[src/rtl/z80_sound_latch.sv]
// rtl/z80_sound_latch.sv - 68k<->Z80 sound-command mailbox: command FIFO, reply byte, NMI request.
module z80_sound_latch #(
  parameter int         CMD_DEPTH  = 2,
  parameter logic [7:0] EMPTY_BYTE = 8'hFF
) (
  input  logic       CLK,
  input  logic       RESET,
  input  logic       nSOUND_WR,
  input  logic       nSOUND_RD,
  input  logic [7:0] M68K_DATA_IN,
  output logic [7:0] M68K_DATA_OUT,
  input  logic       nSDZ80R,
  input  logic       nSDZ80W,
  input  logic       nSDZ80CLR,
  input  logic [7:0] SDD_IN,
  output logic [7:0] SDD_OUT,
  output logic       SDD_OE,
  input  logic       NMI_EN,
  output logic       nZ80NMI_REQ,
  output logic       CMD_PENDING,
  output logic       REPLY_VALID,
  output logic       OVERRUN
);

  localparam int PW = (CMD_DEPTH > 1) ? $clog2(CMD_DEPTH) : 1;
  localparam int CW = $clog2(CMD_DEPTH) + 1;

  logic          wr_q, rd_q, z80r_q, z80w_q, clr_q;
  logic [7:0]    cmd_hold, rep_hold;
  logic [7:0]    fifo [CMD_DEPTH];
  logic [PW-1:0] head, tail;
  logic [CW-1:0] count;
  logic [7:0]    last_cmd, reply;
  logic          nmi_flag;

  logic          wr_rel, rd_rel, z80r_rel, z80w_rel, clr_rel;
  logic          non_empty, full, pop_ok, overflow;
  logic [PW-1:0] newest;

  function automatic logic [PW-1:0] ptr_inc(input logic [PW-1:0] p);
    return (p == PW'(CMD_DEPTH - 1)) ? '0 : p + 1'b1;
  endfunction

  // A release is the rising edge of an active-low strobe as seen by the sampling register.
  assign wr_rel   = ~wr_q   & nSOUND_WR;
  assign rd_rel   = ~rd_q   & nSOUND_RD;
  assign z80r_rel = ~z80r_q & nSDZ80R;
  assign z80w_rel = ~z80w_q & nSDZ80W;
  assign clr_rel  = ~clr_q  & nSDZ80CLR;

  assign non_empty = (count != '0);
  assign full      = (count == CW'(CMD_DEPTH));
  assign pop_ok    = z80r_rel & non_empty;
  // A pop on the same edge frees a slot, so only a push without pop can overflow.
  assign overflow  = wr_rel & full & ~pop_ok;
  assign newest    = (tail == '0) ? PW'(CMD_DEPTH - 1) : tail - 1'b1;

  always_ff @(posedge CLK) begin
    if (RESET) begin
      wr_q        <= 1'b1;
      rd_q        <= 1'b1;
      z80r_q      <= 1'b1;
      z80w_q      <= 1'b1;
      clr_q       <= 1'b1;
      cmd_hold    <= 8'h00;
      rep_hold    <= 8'h00;
      head        <= '0;
      tail        <= '0;
      count       <= '0;
      last_cmd    <= EMPTY_BYTE;
      reply       <= 8'h00;
      REPLY_VALID <= 1'b0;
      OVERRUN     <= 1'b0;
      nmi_flag    <= 1'b0;
      nZ80NMI_REQ <= 1'b1;
    end else begin
      wr_q   <= nSOUND_WR;
      rd_q   <= nSOUND_RD;
      z80r_q <= nSDZ80R;
      z80w_q <= nSDZ80W;
      clr_q  <= nSDZ80CLR;
      if (!nSOUND_WR) cmd_hold <= M68K_DATA_IN;
      if (!nSDZ80W)   rep_hold <= SDD_IN;

      if (wr_rel) begin
        if (overflow) fifo[newest] <= cmd_hold;
        else begin
          fifo[tail] <= cmd_hold;
          tail       <= ptr_inc(tail);
        end
      end
      if (pop_ok) begin
        head     <= ptr_inc(head);
        last_cmd <= fifo[head];
      end
      if (wr_rel && !overflow && !pop_ok) count <= count + 1'b1;
      else if (pop_ok && !wr_rel)         count <= count - 1'b1;

      if (wr_rel)       nmi_flag <= 1'b1;
      else if (clr_rel) nmi_flag <= 1'b0;

      if (overflow)     OVERRUN <= 1'b1;
      else if (clr_rel) OVERRUN <= 1'b0;

      nZ80NMI_REQ <= ~(nmi_flag & NMI_EN);

      if (z80w_rel) begin
        reply       <= rep_hold;
        REPLY_VALID <= 1'b1;
      end else if (rd_rel) begin
        REPLY_VALID <= 1'b0;
      end
    end
  end

  assign SDD_OUT       = non_empty ? fifo[head] : last_cmd;
  assign SDD_OE        = ~nSDZ80R;
  assign M68K_DATA_OUT = reply;
  assign CMD_PENDING   = non_empty;

endmodule

[config.mk]
export PLATFORM = sky130hd
export DESIGN_NAME = z80_sound_latch
export DESIGN_NICKNAME = d
export VERILOG_FILES = /design/src/rtl/z80_sound_latch.sv
export SDC_FILE = /design/constraint.sdc
export NUM_CORES = 1
export LEC_CHECK = 0
export ABC_CLOCK_PERIOD_IN_PS = 2300
export CORE_MARGIN = 5
export CORE_UTILIZATION = 40
export DETAILED_ROUTE_END_ITERATION = 8
export GPL_TIMING_DRIVEN = 0
export PLACE_DENSITY = 0.67
export SLEW_MARGIN = 25
export SYNTH_ARGS = -nofsm -noshare
export SYNTH_HDL_FRONTEND = slang
export SYNTH_SLANG_ARGS = --single-unit
[constraint.sdc]
create_clock -name CLK -period 2.3 [get_ports CLK]
set_clock_uncertainty 0.1 [all_clocks]
set_input_delay 0.69 -clock CLK [delete_from_list [all_inputs] [get_ports CLK]]
set_output_delay 0.69 -clock CLK [all_outputs]
set_load 0.005 [all_outputs]
==> out/qor.csv <==
stage;metric;value;unit
run_status;outcome;completed;
flow_run;drv_cap;0;
floorplan;core;5574;µm²
critical_path;critPathLaunchType;flop;
critical_path;crit_path_max_fanout;8;
clocking;clockRootBuffer;clkbuf_8;
cells_and_area;layout-drive-gt1-share;25.09;%
critical_path;crit_slowest_cell;mux2i_2;
placed_design;port_buffers;42;
drt;post_drt_wl_per_cell;13.50;µm
sta;relSlewSlack;56.97;%
logic_synthesis;async_reset_ff_share;0;%
logic_synthesis;syn_area_per_cell;10.87;µm²
logic_synthesis;ys_types;33;
sta;fmax;444.7;MHz
clocking;htree_levels;3;
sta;setup_viol;0;
global_routing;grt_pass1_vias;1725;
cells_and_area;layout_common_cells;dfxtp_1, clkdlybuf4s50_1, nor2_1;
sta;period_needed;2.248;ns
placed_design;pre_cts_slack;-0.6526;ns
floorplan;die_w;86.28;µm
floorplan;num_rows;27;
cells_and_area;antenna_cells;0;
sta;finalHoldViolations;0;
drt;drt_iter0_drc;80;
critical_path;cp_num_buf_inv;2;
logic_synthesis;synth_nets;238;
clocking;clk-insertion-delay-late;0.34;ns
power;vdd_drop_max;0.4527;mV
cells_and_area;fill_cells;484;
critical_path;cp_cell_sequence;clkbuf_4 -> mux2i_2 -> a21oi_4 -> buf_2;
clocking;hold_buffers;0;
sta;drv_slew;0;
global_routing;grt_antenna_before_repair;0;
logic_synthesis;synth_edf_count;16;
drt;drtAntennaViolNets;0;
global_routing;grt_pass1_wl;7969;µm
min_path;min_path_type;flop to flop;
drt;drc;0;
cells_and_area;synthToLayoutAreaGrowth;37.85;%
global_routing;overflow;0;
critical_path;crit_path_end_kind;output pin;
placed_design;gp_congestion;0.7608;
critical_path;critical_path.top_delay_family;buffers and inverters;
floorplan;start_util;41.75;%
logic_synthesis;ys.flop_type;dfxtp_1;
drt;wl;4740;µm
critical_path;critical_path_required;1.51;ns
logic_synthesis;ys_ff_latch;62;
power;p_leak;0.001215;µW
drt;routed-via-count;1642;
clocking;cts_sinks;62;
clocking;cts.reportedPaths.clkPinSlew;0.07;ns
logic_synthesis;syn-cell-area;2327;µm²
placed_design;place_hpwl;3219;µm
clocking;cts_tree;built;
logic_synthesis;yosysWarnings;0;
critical_path;critPathMaxStageDelay;0.36;ns
cells_and_area;multi_input_area;932.1;µm²
sta;tightest_slew;0.6454;ns
sta;finalWorstSetupSlack;0.05153;ns
logic_synthesis;synth_cells;214;
floorplan;io-pin-count;45;
critical_path;worstPathArrival;1.46;ns
cells_and_area;register_area;1409;µm²
cells_and_area;nNetsFinal;298;
floorplan;dieArea;7443;µm²
critical_path;worstSetupPathType;flop to output pin;
logic_synthesis;ys_seq_area_share;60.22;%
sta;finalCritPeriodShare;97.76;%
global_routing;grt_max_degree;13;
global_routing;grt_use_total;13.86;%
clocking;max-clock-path-buffers;2;
drt;drt_pre_antenna_iters;4;
sta;hold_ws;0.3232;ns
power;p_per_area;753.7;nW/µm²
clocking;cts_buffers;9;
cells_and_area;layout_commonest_cell;dfxtp_1;
drt;viasPerCell;4.678;
floorplan;die_y;86.28;µm
-- area by class of cell --
type                            count  share of cell area [%]
Clock buffer                        9                   3.861
Sequential cell                    62                   43.92
Timing Repair Buffer               49                   13.88
Tap cell                           72                   2.808
Multi-Input combinational cell    135                   29.06
Buffer                             14                   3.042
Inverter                            3                  0.3510
Clock inverter                      7                   3.081
-- report_power, final --
group | total [µW] | internal [µW] | switching [µW]
registers | 1170 | 1150 | 17.5
logic | 196 | 106 | 89.7
clock network | 1050 | 613 | 441
-- cells by family after synthesis --
kind of cell / synth area share (%)
buf+inv: 4.139
compound gates: 8.764
mux: 10.75
flops: 60.21
xor+xnor: 1.129
simple gates: 15.00
-- metrics by stage --
| stage | std cells | util [%] | area (µm²) | total power [µW] | TNS, ns |
|---|---|---|---|---|---|
| 2_1_floorplan | 214 | - | 2337 | 1286 | 0 |
| 3_3_place_gp | 328 | 51.09 | 2848 | 1370 | -10.84 |
| 3_5_place_dp | 328 | 51.09 | 2848 | 1375 | -10.84 |
| 4_1_cts | 350 | 56.90 | 3172 | 2433 | -0.1285 |
| 5_1_grt | 351 | 57.55 | 3208 | 2512 | -0.009914 |
| 6_report | 351 | 57.55 | 3208 | 2418 | 0 |
-- worst paths after layout --
| kind | start | endpoint | slack, ns | depth (start not counted) |
|---|---|---|---|---|
| worst max-delay path | flop | SDD_OUT[0] | 0.05 | 4 |
| worst min-delay path | nmi_flag | nZ80NMI_REQ | 0.32 | 1 |
| worst min register to register | nmi_flag | nZ80NMI_REQ | 0.32 | 1 |
| worst max register to register | z80r_q | fifo[0][4] | 0.42 | 5 |
-- metal layers --
layer / wire [µm] / track usage, %
met4: 80 / 6.232
met1: 2012 / 16.54
met2: 2313 / 22.21
met3: 333 / 5.228
met5: 0 / 0
-- synthesized netlist by cell type, types with 2 or more instances --
cell type	count	share of area (%)
clkbuf_1	6	0.97
dfxtp_1	46	40
nor2_1	36	5.8
or2_2	5	1.3
o21ai_0	2	0.43
nand2b_1	3	0.81
xnor2_1	2	0.75
buf_2	3	0.64
nand2_1	19	3.1
a21oi_1	20	4.3
inv_1	3	0.48
edfxtp_1	16	21
a211o_1	8	3.0
nor3_1	2	0.43
mux2i_1	25	11
-- sequential cells by signal, summed over array words and instances, names as in the netlist, 2 cells and up, named ones only --
signal and count:
last_cmd 8, count 2, rep_hold 8, fifo 16
cmd_hold 8, M68K_DATA_OUT 8
-- repair_timing --
action | 4_1_cts | 5_1_grt
hold endpoints to repair | 0 | 0
setup buffers | 6 | 1
cloned | 0 | 0
resized for setup | 51 | 16
pin swaps | 0 | 1
setup endpoints to repair | 26 | 7
(Power assumes the default switching activity.)
